## src/rtl/phy_tx.sv

```systemverilog
// -----------------------------------------------------------------------------
// phy_tx
//
// Two-lane byte serializer. Each lane takes one parallel byte every 8 clocks
// and shifts it out MSB first, with no gap between bytes. After reset, or after
// enable is raised again, both lanes send SYNC_COUNT COMMA bytes so the
// receiver can align. Only then does the block start accepting data.
//
// Parameters
//   COMMA       idle/alignment byte. It is sent on any lane that has no valid
//               data, and on both lanes during the alignment phase.
//   SYNC_COUNT  number of alignment commas sent before data is accepted (>= 1).
//
// Ports
//   clk_8f      bit clock. This is the only clock in the block.
//   reset       synchronous, active-high. It takes priority over enable.
//   enable      transmitter enable. When low it acts like reset on the same edge.
//   data_in_0   lane 0 byte. It is sampled only on load edges.
//   valid_in_0  lane 0 byte qualifier.
//   data_in_1   lane 1 byte. It is sampled only on load edges.
//   valid_in_1  lane 1 byte qualifier.
//   out_0       lane 0 serial bit (registered).
//   out_1       lane 1 serial bit (registered).
//   ready       high in the single cycle before each load edge while ACTIVE.
//   active      high while the state machine is in ACTIVE.
// -----------------------------------------------------------------------------
module phy_tx #(
    parameter logic [7:0] COMMA      = 8'hBC,
    parameter int         SYNC_COUNT = 4
) (
    input  logic       clk_8f,
    input  logic       reset,
    input  logic       enable,
    input  logic [7:0] data_in_0,
    input  logic       valid_in_0,
    input  logic [7:0] data_in_1,
    input  logic       valid_in_1,
    output logic       out_0,
    output logic       out_1,
    output logic       ready,
    output logic       active
);

    // The comma counter only needs to reach SYNC_COUNT-1. The final comma
    // causes the move to ACTIVE instead of a further increment.
    localparam int CW = (SYNC_COUNT > 1) ? $clog2(SYNC_COUNT) : 1;
    localparam logic [CW-1:0] LAST_COMMA = CW'(SYNC_COUNT - 1);

    typedef enum logic {
        SYNC   = 1'b0,
        ACTIVE = 1'b1
    } state_t;

    state_t          state_reg;
    logic [2:0]      bit_cnt_reg;
    logic [CW-1:0]   comma_cnt_reg;
    logic            ready_reg;
    logic            active_reg;

    // Reset and a dropped enable have the same effect. Keeping one qualifier
    // means every register clears on exactly the same edge.
    logic halt;
    assign halt = reset | ~enable;

    // bit_cnt_reg == 0 marks a load edge. A halt presets the counter to 0, so
    // the first edge after a halt loads a fresh byte. A partial byte is never
    // resumed.
    logic load_edge;
    assign load_edge = (bit_cnt_reg == 3'd0);

    // -------------------------------------------------------------------------
    // Control state machine, bit counter and registered status outputs.
    // -------------------------------------------------------------------------
    always_ff @(posedge clk_8f) begin
        if (halt) begin
            state_reg     <= SYNC;
            bit_cnt_reg   <= 3'd0;
            comma_cnt_reg <= '0;
            ready_reg     <= 1'b0;
            active_reg    <= 1'b0;
        end else begin
            bit_cnt_reg <= bit_cnt_reg + 3'd1;
            // When bit_cnt_reg is 7 the next edge is a load edge. Ready is
            // therefore high for exactly the cycle before that load edge.
            ready_reg   <= (state_reg == ACTIVE) && (bit_cnt_reg == 3'd7);
            if (load_edge && (state_reg == SYNC)) begin
                if (comma_cnt_reg == LAST_COMMA) begin
                    state_reg     <= ACTIVE;
                    active_reg    <= 1'b1;
                    comma_cnt_reg <= '0;
                end else begin
                    comma_cnt_reg <= comma_cnt_reg + 1'b1;
                end
            end
        end
    end

    // -------------------------------------------------------------------------
    // Per-lane serializers. Both lanes share the load timing but choose their
    // bytes independently.
    // -------------------------------------------------------------------------
    logic [7:0] lane_data [2];
    logic [1:0] lane_valid;
    logic [1:0] lane_out;

    assign lane_data[0] = data_in_0;
    assign lane_data[1] = data_in_1;
    assign lane_valid   = {valid_in_1, valid_in_0};

    genvar gi;
    generate
        for (gi = 0; gi < 2; gi++) begin : g_lane
            logic [7:0] load_byte;
            logic [6:0] shift_reg;
            logic       out_reg;

            // Data is only accepted once alignment is complete. The load edge
            // that finishes SYNC still sends a comma because state_reg is
            // still SYNC on that edge. A valid byte equal to COMMA is sent
            // unchanged.
            assign load_byte = ((state_reg == ACTIVE) && lane_valid[gi])
                               ? lane_data[gi] : COMMA;

            // The MSB goes straight to the output on the load edge. The other
            // seven bits wait in shift_reg, so the first bit appears in the
            // cycle right after the load edge.
            always_ff @(posedge clk_8f) begin
                if (halt) begin
                    out_reg   <= 1'b0;
                    shift_reg <= 7'd0;
                end else if (load_edge) begin
                    out_reg   <= load_byte[7];
                    shift_reg <= load_byte[6:0];
                end else begin
                    out_reg   <= shift_reg[6];
                    shift_reg <= {shift_reg[5:0], 1'b0};
                end
            end

            assign lane_out[gi] = out_reg;
        end
    endgenerate

    assign out_0  = lane_out[0];
    assign out_1  = lane_out[1];
    assign ready  = ready_reg;
    assign active = active_reg;

endmodule

```

## config.mk

```make
export PLATFORM = sky130hd
export DESIGN_NAME = phy_tx
export DESIGN_NICKNAME = d
export VERILOG_FILES = /design/src/rtl/phy_tx.sv
export SDC_FILE = /design/constraint.sdc
export NUM_CORES = 1
export LEC_CHECK = 0
export CORE_AREA = 4 4 51 53
export CTS_CLUSTER_DIAMETER = 60
export DETAILED_ROUTE_END_ITERATION = 7
export DIE_AREA = 0 0 55 57
export PLACE_DENSITY = 0.71
export SLEW_MARGIN = 20
export SYNTH_ARGS = -nofsm -noshare
export SYNTH_HDL_FRONTEND = slang
export SYNTH_SLANG_ARGS = --single-unit
```

## constraint.sdc

```tcl
create_clock -name clk_8f -period 1.9 [get_ports clk_8f]
set_input_delay 0.285 -clock clk_8f [delete_from_list [all_inputs] [get_ports clk_8f]]
set_output_delay 0.285 -clock clk_8f [all_outputs]
set_load 0.03 [all_outputs]
```

Word level (Yosys, flattened, before mapping)
Cells that the tools add are included.
{ "classes": {"bitwise": 6, "n_eq_ne": 2, "n_mux": 7, "add_sub_neg": 2, "n_reduce_logical": 8} }
{ "op_table": {"columns": ["operator", "count"], "rows": [
  ["$mux W8", 2],
  ["$mux W7", 2],
  ["$reduce_or A3 Y1", 2],
  ["$not A1 Y1", 5],
  ["$logic_and A1 B1 Y1", 4],
  ["$add A3 B1 Y3 const B", 1],
  ["$eq A3 B3 Y1 const B", 1],
  ["$logic_not A3 Y1", 1],
  ["$add A2 B1 Y2 const B", 1],
  ["$eq A2 B2 Y1 const B", 1],
  ["$mux W1", 2],
  ["$mux W2", 1],
  ["$reduce_and A2 Y1", 1],
  ["$or A1 B1 Y1", 1]
]} }
{ "totals": {"in_bits": 21, "elab_cells": 35, "output_inout_bits": 4, "regBits": 23} }

Longest topological paths before layout
{ "logic_depth": {"depth_word": 3, "depth_mapped": 7, "depth_no_buf": 5} }

Least setup slack after synthesis
No wires, ideal clock.
{ "synth_path": {"kind": "flip-flop to flip-flop", "from": "register bit_cnt_reg[0]", "to": "register g_lane[1].shift_reg[1]", "required_time_ns": 1.783, "setup_time_ns": 0.117, "slack_ns": 0.566, "period_less_slack_ns": 1.334, "path_stages_with_launch": 7, "n_path_buf": 2, "t_arrival_ns": 1.216, "cell_sequence": "dfxtp_1 inv_1 ha_1 nor2b_1 buf_2 buf_4 a32o_1"} }
{ "synth_between": {"elab_chain_len": 2} }
{ "synth_rtl": {"columns": ["item", "line_no", "source"], "rows": [
  ["start, declared", "55", "logic [2:0] bit_cnt_reg;"],
  ["start signal, assigned", "82", "bit_cnt_reg <= bit_cnt_reg + 3'd1;"],
  ["$logic_not A3 Y1", "69", "assign load_edge = (bit_cnt_reg == 3'd0);"],
  ["$mux W7", "131", "end else if (load_edge) begin"],
  ["end signal, assigned", "133", "shift_reg <= load_byte[6:0];"],
  ["end signal, assigned", "136", "shift_reg <= {shift_reg[5:0], 1'b0};"],
  ["end, declared", "114", "logic [6:0] shift_reg;"]
]} }
No other way between the ends.
A chain may end at the register's enable or synchronous reset.

Worst setup path in the final report
{ "layout_path": {"from": "register ready_reg (netlist: ready)", "to": "output ready"} }
{ "layout_lines": {"columns": ["item", "line_no", "source"], "rows": [
  ["start, declared", "57", "logic ready_reg;"],
  ["start signal, assigned", "85", "ready_reg <= (state_reg == ACTIVE) && (bit_cnt_reg == 3'd7);"],
  ["end, declared", "40", "output logic ready,"]
]} }
No word-level cell between the ends.

==> metrics.txt <==
Hold Path End=g_lane[0].shift_reg[1]; crit path max-delay cell type=clkdlybuf4s50_1; clk buf depth=2; most frequent cells in the layout=dfxtp_1, clkdlybuf4s50_1, nor2_1; largest net degree at the start of global routing=14; Critical Path RT=1.62 ns; Worst-Margin Slew=~0.32 ns; DRT Pass-1 Iters=2; Max Slew Vio Count=0; min cycle time layout=1.594 ns; number of cells on the critical path=1; Setup Buffers After CTS=0; max reg flops=14; Starting Density=0.3844; Die Span Y=57 µm; Post-DP Area=1109 µm²; Hold Path Class=flop to flop; CTS tree=done; VDD IR-drop max=340.9 µV; worst-path cell chain=clkdlybuf4s50_1; syn_area_per_cell=10.87 µm²; CTS clk-pin slew, worst paths=roughly 0.13 ns; synth unique cells=20; initial antenna violation count=0; post-synth net total=101; power per standard cell area=737.6 nW/µm²; DR iter-0 viols=12; Layout area overhead=37.88%; #FFs+latches synth=23; Ports=25; global-route wire length before repair=a little under 3000 µm; number of global-route vias before repair=696; Post-DP HPWL=1336 µm; RSZ-0062 raised after global routing=false; CP arrival=1.31 ns; total global-route track usage=0.1270; depth of the most critical reg-to-reg path=5; Tcrit/Tclk final=0.8388; std cell rows=17; nets=130; HP Start=g_lane[0].shift_reg[0]; routability cong.=0.7172; WHS Path Cells=1; clock root buffer=clkbuf_4; number of max-cap violations=0; Fin Clk Skew=0.008408 ns; Total Power=0.8399 mW; design area=1139 µm²; Worst path max stage delay=0.66 ns; chip width=55 µm; # placed instances=roughly 130; setup_tns=0 ns; CP Launch Type=flop; Post-Syn Area=slightly above 800 µm²; Fmax=627.4 MHz; Antenna Cells=0; GRT overflow=0; fillcell total=between 200 and 250; crit path capture type=output port; Worst Path Buf+Inv=1; LEAKAGE=0.4747 nW; Die ar.=~3100 µm²; Core Box Area=2148 µm²; Num CTS Buffers=3; drt drc=0; H-tree lvl count=1; Clock Sink Count=23; DP Worst Slack=0.3520 ns; Mapped Cells=76; I/O Buffers=24; FF-to-FF Start=bit_cnt_reg[0]; Post-DRT Antenna Nets=0; PnR worst setup slack=between 0.3 and 0.4 ns; mean routed wirelength per cell=~13 µm; register area share after synthesis=0.5576; Fin. Hold Viols=0; worst-skew pair later-pin latency=roughly 0.31 ns; Critical Path Fanout Max=1; capturing point of the worst reg2reg path=g_lane[0].shift_reg[5]; # setup viols final=0; status=completed; worst relative slew slack=0.7895; cts hold-fix bufs=0; DR vias=668; share of cells above drive strength 1=0.07692; top cell family by delay on the critical path=buffers and inverters; vias per inst=5.061; Ys Warns=0; WS Path Type=flop to output port; final wirelength=1759 µm; non-filler cells, final=132; r2r setup slk=just over 0.5 ns
[cell usage after synthesis]
cell       n  area (µm²)
nand2_1    1       3.750
and2_1     3       18.77
and3_1     3       18.77
nand4b_1   1       8.760
a32o_1     4       40.04
nor2b_1    2       12.51
nor2_1     9       33.78
buf_2      3       15.01
ha_1       4       50.05
o221a_1    5       56.30
o21ai_0    2       10.01
and4_1     1       8.760
or4_1      1       7.510
o22ai_1    5       31.28
a21oi_1    3       15.01
inv_1      2       7.510
dfxtp_1   23       460.4
nand3b_1   1       7.510
buf_4      1       7.510
nand2b_1   2       12.51
[final cells by class]
type | instances | area, µm² | area share
flip-flops and latches | 23 | 460.4 | 0.4044
well taps | 28 | 35.03 | 0.03077
clock buffers | 3 | 22.52 | 0.01978
inverters | 2 | 7.507 | 0.006593
repair buffers | 28 | 272.8 | 0.2396
clock inverters | 1 | 5.005 | 0.004396
multi-input cells | 47 | 335.3 | 0.2945
[worst max-delay path by stage]
stage | startpoint | end | slack, ns
after floorplan | bit_cnt_reg[0] | g_lane[1].shift_reg[1] | 0.57
after global placement | reset | g_lane[0].shift_reg[6] | 0.37
after detailed placement | reset | g_lane[0].shift_reg[1] | 0.35
after CTS | active | active | 0.07
after global routing | ready | ready | 0.25
final | ready | ready | 0.31
[timing repair]
item	4_1_cts	5_1_grt
resized for setup	0	1
setup endpoints to repair	0	1
hold endpoints to repair	0	0
[metal layers]
metal	GRT usage	share of wire	up-vias	wire length [µm]
li1	-	-	335	-
met1	0.1585	0.46	311	814
met2	0.2044	0.47	18	830
met3	0.01828	0.046	4	81
met4	0.06944	0.019	0	33
met5	0	0	-	0
[per-stage QoR]
step / hold WS, ns / util
floorplan: 0.4163 / -
global placement: 0.4184 / 0.5160
detailed placement: 0.4360 / 0.5160
CTS: 0.4583 / 0.5288
global route: 0.4772 / 0.5300
finish: 0.4472 / 0.5300
[worst reg2reg max path, stage by stage, from the launching register on]
cell and delay [ns]:
dfxtp_1 0.35, inv_1 0.06, ha_1 0.17, nor2b_1 0.26, nand2_1 0.18, o221a_1 0.26
[logic make-up after synthesis]
kind of cell	after synthesis	share of synthesized area
buf+inv	6	0.03637
compound gates	19	0.1848
fa+ha+maj	4	0.06061
simple gates	24	0.1606
flops	23	0.5576
[report_power, final]
part	leakage (nW)	internal, mW	switching, mW
registers	0.188	0.500	0.00651
logic	0.269	0.0660	0.0430
clock network	0.0177	0.0787	0.146
Note: power is estimated with default switching activity, not from simulation.
